File: src/rtl/dyn_clk_div.sv
// Run-time programmable clock divider: divided clock plus period strobe, ratio
// changed by req/ack at period boundaries. Define DYN_CLK_DIV_RAMP_EN for stepwise ramping.
module dyn_clk_div #(
    parameter int DIV_W     = 8,
    parameter int RST_DIV   = 4,
    parameter int RAMP_STEP = 1
) (
    input  logic             clk,
    input  logic             rst,
    input  logic             req,
    input  logic [DIV_W-1:0] div_val,
    output logic             ack,
    output logic             busy,
    output logic             done,
    output logic [DIV_W-1:0] cur_div,
    output logic             div_clk,
    output logic             tick
);
    localparam logic [DIV_W-1:0] RST_D  = DIV_W'(RST_DIV);
    localparam logic [DIV_W:0]   STEP_W = (DIV_W+1)'(RAMP_STEP);

    logic [DIV_W-1:0] tgt, p, p_inc, nxt_div;
    logic [DIV_W:0]   half;
    logic             bnd, accept;

`ifndef DYN_CLK_DIV_RAMP_EN
    logic unused_step;
    assign unused_step = ^STEP_W;
`endif

    always_comb begin
        bnd     = (cur_div == '0) || (p == cur_div - 1'b1);
        accept  = req && !busy;
        p_inc   = p + 1'b1;
        half    = ({1'b0, cur_div} + 1'b1) >> 1;
        nxt_div = cur_div;
        // Only a target accepted before this edge may move the ratio.
        if (busy) begin
`ifdef DYN_CLK_DIV_RAMP_EN
            if (cur_div == '0 || tgt == '0)
                nxt_div = tgt;
            else if (cur_div < tgt)
                nxt_div = ({1'b0, tgt - cur_div} > STEP_W) ? cur_div + STEP_W[DIV_W-1:0] : tgt;
            else
                nxt_div = ({1'b0, cur_div - tgt} > STEP_W) ? cur_div - STEP_W[DIV_W-1:0] : tgt;
`else
            nxt_div = tgt;
`endif
        end
    end

    always_ff @(posedge clk or posedge rst) begin
        if (rst) begin
            cur_div <= RST_D;
            tgt     <= RST_D;
            p       <= RST_D - 1'b1;
            ack     <= 1'b0;
            busy    <= 1'b0;
            done    <= 1'b0;
            tick    <= 1'b0;
            div_clk <= 1'b0;
        end else begin
            ack  <= accept;
            done <= 1'b0;
            if (accept) begin
                tgt  <= div_val;
                busy <= 1'b1;
            end
            if (bnd) begin
                cur_div <= nxt_div;
                p       <= '0;
                tick    <= (nxt_div != '0);
                div_clk <= (nxt_div != '0);
                if (busy && nxt_div == tgt) begin
                    busy <= 1'b0;
                    done <= 1'b1;
                end
            end else begin
                p       <= p_inc;
                tick    <= 1'b0;
                div_clk <= ({1'b0, p_inc} < half);
            end
        end
    end
endmodule
File: config.mk
export PLATFORM = sky130hd
export DESIGN_NAME = dyn_clk_div
export DESIGN_NICKNAME = d
export VERILOG_FILES = /design/src/rtl/dyn_clk_div.sv
export SDC_FILE = /design/constraint.sdc
export NUM_CORES = 1
export LEC_CHECK = 0
export ABC_CLOCK_PERIOD_IN_PS = 3500
export CORE_MARGIN = 8
export CORE_UTILIZATION = 55
export DETAILED_ROUTE_END_ITERATION = 7
export GPL_ROUTABILITY_DRIVEN = 0
export PLACE_DENSITY_LB_ADDON = 0.3
export SLEW_MARGIN = 20
export SYNTH_ARGS = -nofsm -noshare
export SYNTH_HDL_FRONTEND = slang
export SYNTH_SLANG_ARGS = --single-unit
File: constraint.sdc
create_clock -name clk -period 3.5 [get_ports clk]
set_input_delay 0.525 -clock clk [delete_from_list [all_inputs] [get_ports clk]]
set_output_delay 0.525 -clock clk [all_outputs]
set_load 0.05 [all_outputs]
==> impl_metrics.tcl, run 1 <==
set metrics [dict create \
    powerDensity_mw_per_mm2 1067 \
    grt_usage_pct 15.50 \
    timing.hold.ws_ns 0.5341 \
    ir_worst_vdd_v 0.0005729 \
    hp-start "tgt[6]" \
    synth_common_cells "dfrtp_1 (25), xnor2_1 (13), ha_1 (10)" \
    ant_nets 0 \
    maxCapViolations 0 \
    cts_setup_buffers 0 \
    ys_ff_latch 29 \
    finalCriticalPeriod_ns 2.810 \
    cts.repair.resized 0 \
    clk_path_buf_depth 2 \
    critical_path_class "reg2reg" \
    grt_overflow 0 \
    start_util_pct 55.49 \
    hold_viol 0 \
    yosysTopAreaCellShare_pct 34.60 \
    slew_headroom_pct 50.36 \
    ys_types 46 \
    start_kind "flop" \
    rows 21 \
    cts.clk_slew.worst_paths_ns 0.11 \
    outcome "finished, final reports clean" \
    r2r_end "cur_div[0]" \
    grt_pass1_vias 1353 \
    worstMarginPinSlew_ns 0.7431 \
    die_x_um 73.34 \
    comb_power_share_pct 54.1 \
    post-route-drc-count 0 \
    leakage_nw 0.9212 \
    wl_met1_um 1663 \
    num_io_pins 24 \
    io_buffers 23 \
    fp.dieArea_mm2 0.005378 \
    syn_nets 187 \
    yosysWarnings 0 \
    power_frac_clock_pct 13.2 \
    postSynthAreaPerCell_um2 10.89 \
    stdcell_area_mm2 0.002150 \
    r2r_cells 7 \
    hp-class "reg2reg" \
    endpoint "cur_div[0]" \
    synth_area_leaders "dfrtp_1 (35%), ha_1 (6.9%), xnor2_1 (6.3%)" \
    met2_wirelength_um 1904 \
    clk_latency_ns 0.34 \
    synth-edff-count 0 \
    root_buffer "clkbuf_4" \
    yosysTopAreaCell "dfrtp_1" \
    met3_length_um 140 \
    finClkSkew_ns 0.007446 \
    viasPerCell 5.562 \
    cp-end-kind "flop" \
    post_dp_cell_area_mm2 0.002061 \
    fin_crit_sh_pct 80.29 \
    reg2reg_slack_ns 0.69 \
    cts_made_buffers 5 \
    yosysMostFrequentCell "dfrtp_1" \
    drv_slew 0 \
    cts_tree "yes" \
    arrival_ns 3.04 \
    tns_ns 0 \
    drt_iter0_drc 35 \
    r2r_start "cur_div[0]" \
    p_int_mw 1.243 \
    syn_area_mm2 0.001808 \
    setup.worst_path.start "cur_div[0]" \
    rsz0062_at_grt "false" \
    top_layer_used "met4" \
    async_flop_share_pct 100.0 \
    seq_power_share_pct 32.7 \
    layout-drive-gt1-share_pct 16.40 \
    power_mw 2.293 \
    switchingPower_mw 1.049 \
    required_ns 3.73 \
    die_height_um 73.34 \
    avgRoutedWirePerCell_um 16.17 \
    routed_wl_um 3800 \
    hold_buffers 0 \
    max_clock_freq_mhz 355.9 \
    htreeDepth 2 \
    ys_seq_area_share_pct 40.42 \
    finalSetupViolations 0 \
    first_pass_iters 4 \
    grt_pass1_wl_um 6361 \
    fin_nets 209 \
    vias 1307 \
    grt_start_max_net_pins 30 \
    dpl.hpwl_um 2863 \
    area_growth_pct 18.89 \
    antenna_found_initial 0 \
    crit_fanout 10 \
    core_area_mm2 0.003258 \
    switching_share_pct 45.76 \
    synthCells 166 \
    cts.sink_count 29 \
    ys.flop_type "dfrtp_1" \
    diodes 0 \
]
kinds of logic (layout without fill, tap and decap cells):
family	count (synthesis)	count (layout)	share of synthesized area [%]
AO/OA/AOI/OAI	26	26	13.70
AND/OR/NAND/NOR	51	51	16.40
flip-flops	29	29	40.42
XOR/XNOR	21	21	10.93
multiplexers	11	11	7.198
adder cells (fa/ha/maj)	10	10	6.920
buffers and inverters	18	41	4.429
cell usage in the layout (no fill, tap or decap), types with 5 or more instances in the layout:
cell type / instances
clkbuf_4: 5
nor2b_1: 7
dfrtp_1: 25
xnor2_1: 13
nand2_1: 6
mux2_2: 8
nor2_1: 8
ha_1: 10
xor2_1: 7
a22o_1: 6
inv_1: 7
nand3_1: 7
clkdlybuf4s50_1: 23
worst min path at each step:
stage,end,depth (start not counted),slack [ns]
2_1_floorplan,cur_div[6],1,0.48
3_5_place_dp,cur_div[6],1,0.51
6_report,cur_div[6],1,0.53
3_3_place_gp,cur_div[3],1,0.52
4_1_cts,cur_div[6],1,0.54
5_1_grt,cur_div[3],1,0.57
sequential cells by signal, summed over array words and instances (netlist names):
register	cells
busy	1
div_clk	1
tick	1
done	1
ack	1
p	8
tgt	8
cur_div	8
cell type report:
| cell class | instances | area, um^2 |
|---|---|---|
| fillers | 282 | 1109 |
| multi-input cells | 119 | 997.2 |
| flip-flops and latches | 29 | 730.7 |
| repair buffers | 25 | 245.2 |
| well taps | 46 | 57.56 |
| clock buffers | 6 | 51.30 |
| clock inverters | 2 | 37.54 |
| inverters | 8 | 30.03 |
power groups by stage:
stage / Clock, mW / Combinational, mW / Sequential [mW]
floorplan: 0 / 0.850 / 0.836
global placement: 0 / 1.20 / 0.749
detailed placement: 0 / 1.24 / 0.751
CTS: 0.305 / 1.25 / 0.746
global route: 0.319 / 1.35 / 0.779
finish: 0.303 / 1.24 / 0.750
critical path: stages, from the launching register on:
cell,delay (ns)
dfrtp_1,0.49
inv_1,0.11
ha_1,0.23
nor3b_2,0.35
a21oi_1,0.12
a2111o_1,0.46
o41ai_4,0.59
mux2_4,0.35
per-layer routing:
layer | vias to the layer above | track usage (%)
li1 | 640 | -
met4 | 0 | 7.982
met3 | 9 | 4.775
met2 | 23 | 26.32
met5 | - | 0
met1 | 635 | 16.95
stage by stage:
stage | utilization [%] | setup slack [ns] | instances
final | 65.98 | 0.6900 | 235
after global routing | 65.98 | 0.4763 | 235
after CTS | 65.98 | 0.6894 | 235
after detailed placement | 63.25 | 0.7145 | 227
after global placement | 63.25 | 0.8521 | 227
after floorplan | - | 0.6831 | 166
No activity file was read; power rests on OpenSTA's default activity.
==> inputs of run 2 (changes only) <==
Settings changed: ABC_CLOCK_PERIOD_IN_PS 3500 to 2330, CORE_UTILIZATION 55 to 49.
Clock period 3.5 ns to 2.33 ns, I/O delays scaled along.
==> impl_metrics.tcl, run 2 (synthesis gave the netlist of run 1 again) <==
set metrics [dict create \
    grt_overflow 0 \
    cts_tree "yes" \
    antenna_found_initial 0 \
    register_area_um2 739.5 \
    switchingPower_mw 1.644 \
    multi_input_area_mm2 0.001054 \
    ant_nets 0 \
    finalCriticalPeriod_ns 2.320 \
    fin_cells 246 \
    post-route-util_pct 64.33 \
    htreeDepth 2 \
    maxCapViolations 0 \
    first_pass_iters 4 \
    slew_headroom_pct 65.26 \
    die_height_um 76.75 \
    critical_path_class "reg2reg" \
    max_clock_freq_mhz 431.0 \
    switching_share_pct 43.80 \
    die_x_um 76.75 \
    grt_pass1_vias 1507 \
    finalSetupViolations 0 \
    final_common_cell "clkdlybuf4s50_1" \
    worstMarginPinSlew_ns 0.5195 \
    cp-end-kind "flop" \
    fin_crit_sh_pct 99.57 \
    grt_pass1_wl_um 7017 \
    leakage_nw 0.9819 \
    crit_family "compound AO/OA/AOI/OAI gates" \
    clk_path_buf_depth 2 \
    start_kind "flop" \
    cts_made_buffers 5 \
    start_util_pct 50.14 \
    grt_usage_pct 14.60 \
    area_growth_pct 28.30 \
    avgRoutedWirePerCell_um 16.30 \
    reg_top3 "cur_div x8, p x8, tgt x8" \
    tns_ns 0 \
    crit_path_top_delay_cell "dfstp_4" \
    powerDensity_mw_per_mm2 1618 \
    core_area_mm2 0.003606 \
    dpl.hpwl_um 3021 \
    rsz0062_at_grt "true" \
    r2r_cells 5 \
    p_int_mw 2.109 \
    hold_viol 0 \
    critPathMaxStageDelay_ns 0.53 \
    final_cell_mix "clkdlybuf4s50_1 (23), dfrtp_1 (21), xnor2_1 (13)" \
    post-route-drc-count 0 \
    rows 22 \
    hp-class "in2async" \
    layout-drive-gt1-share_pct 26.26 \
    vias 1369 \
    seq_power_share_pct 29.5 \
    grt_start_max_net_pins 30 \
    fp.dieArea_mm2 0.005890 \
    viasPerCell 5.565 \
    arrival_ns 2.48 \
    io_buffers 23 \
    num_io_pins 24 \
    routed_wl_um 4010 \
    power_mw 3.754 \
    n_fill_cell 306 \
    finClkSkew_ns 0.008596 \
    drt_iter0_drc 41 \
    comb_power_share_pct 56.3 \
    fin_nets 218 \
    hold_buffers 0 \
    diodes 0 \
    outcome "finished, final reports clean" \
    power_frac_clock_pct 14.3 \
    ir_worst_vdd_v 0.0007166 \
    root_buffer "clkbuf_8" \
    required_ns 2.49 \
    crit_buf_inv 0 \
    clk_latency_ns 0.28 \
    cp_num_cells 5 \
    cts.sink_count 29 \
    cts.clk_slew.worst_paths_ns 0.07 \
    crit_fanout 13 \
    drv_slew 0 \
    worstPathCellList "or4_4 -> a2111oi_4 -> nor3_2 -> o41ai_4 -> mux2_4" \
    dpl.cell_count 236 \
]
==> run 2: metal layers <==
metal	global-route usage, %	vias to the layer above	share of wire, %
met4	7.115	0	3.0
met5	0	-	0
met2	25.40	43	51
met1	15.65	657	41
met3	4.429	13	5.2
li1	-	656	-
==> run 2: path summary, 6_finish.rpt <==
check / startpoint / end / slack, ns
min in group clk: tgt[1] / cur_div[1] / 0.54
min: rst / done / 0.43
max: cur_div[2] / cur_div[0] / 0.01
min reg2reg: tgt[1] / cur_div[1] / 0.54
max reg2reg: cur_div[2] / cur_div[0] / 0.01
max in group asynchronous: rst / tgt[2] / 1.59
==> run 2: cell type report <==
cell class,instances,share of cell area (%)
multi-input cells,119,45.42
flip-flops and latches,29,31.88
repair buffers,34,13.81
inverters,8,1.295
clock inverters,1,1.295
well taps,48,2.589
clock buffers,7,3.722
==> run 2: per-stage QoR <==
step	instance area [um^2]	setup slack, ns	hold slack (ns)
4_1_cts	2273	0.007525	0.4400
2_1_floorplan	1838	-0.1988	0.4244
5_1_grt	2320	-0.08709	0.4944
3_3_place_gp	2143	0.02455	0.5116
6_report	2320	0.01001	0.4294
3_5_place_dp	2143	-0.02067	0.5218
==> run 2: worst reg2reg max path: stages (launching register included) <==
cell	delay, ns
dfstp_4	0.53
or4_4	0.53
a2111oi_4	0.22
nor3_2	0.12
o41ai_4	0.47
mux2_4	0.33
==> run 2: what timing repair did <==
action | 4_1_cts | 5_1_grt
buffers inserted | 1 | 1
endpoints found under the setup margin | 5 | 10
endpoints found under the hold margin | 0 | 0
pin swaps | 1 | 2
gates resized for setup | 2 | 9
==> run 2: power by group through the flow <==
stage / logic (mW) / registers [mW] / clock network (mW)
floorplan: 1.32 / 1.27 / 0
finish: 2.11 / 1.11 / 0.536
global placement: 1.98 / 1.08 / 0
global route: 2.30 / 1.15 / 0.574
CTS: 2.07 / 1.10 / 0.554
detailed placement: 2.04 / 1.10 / 0
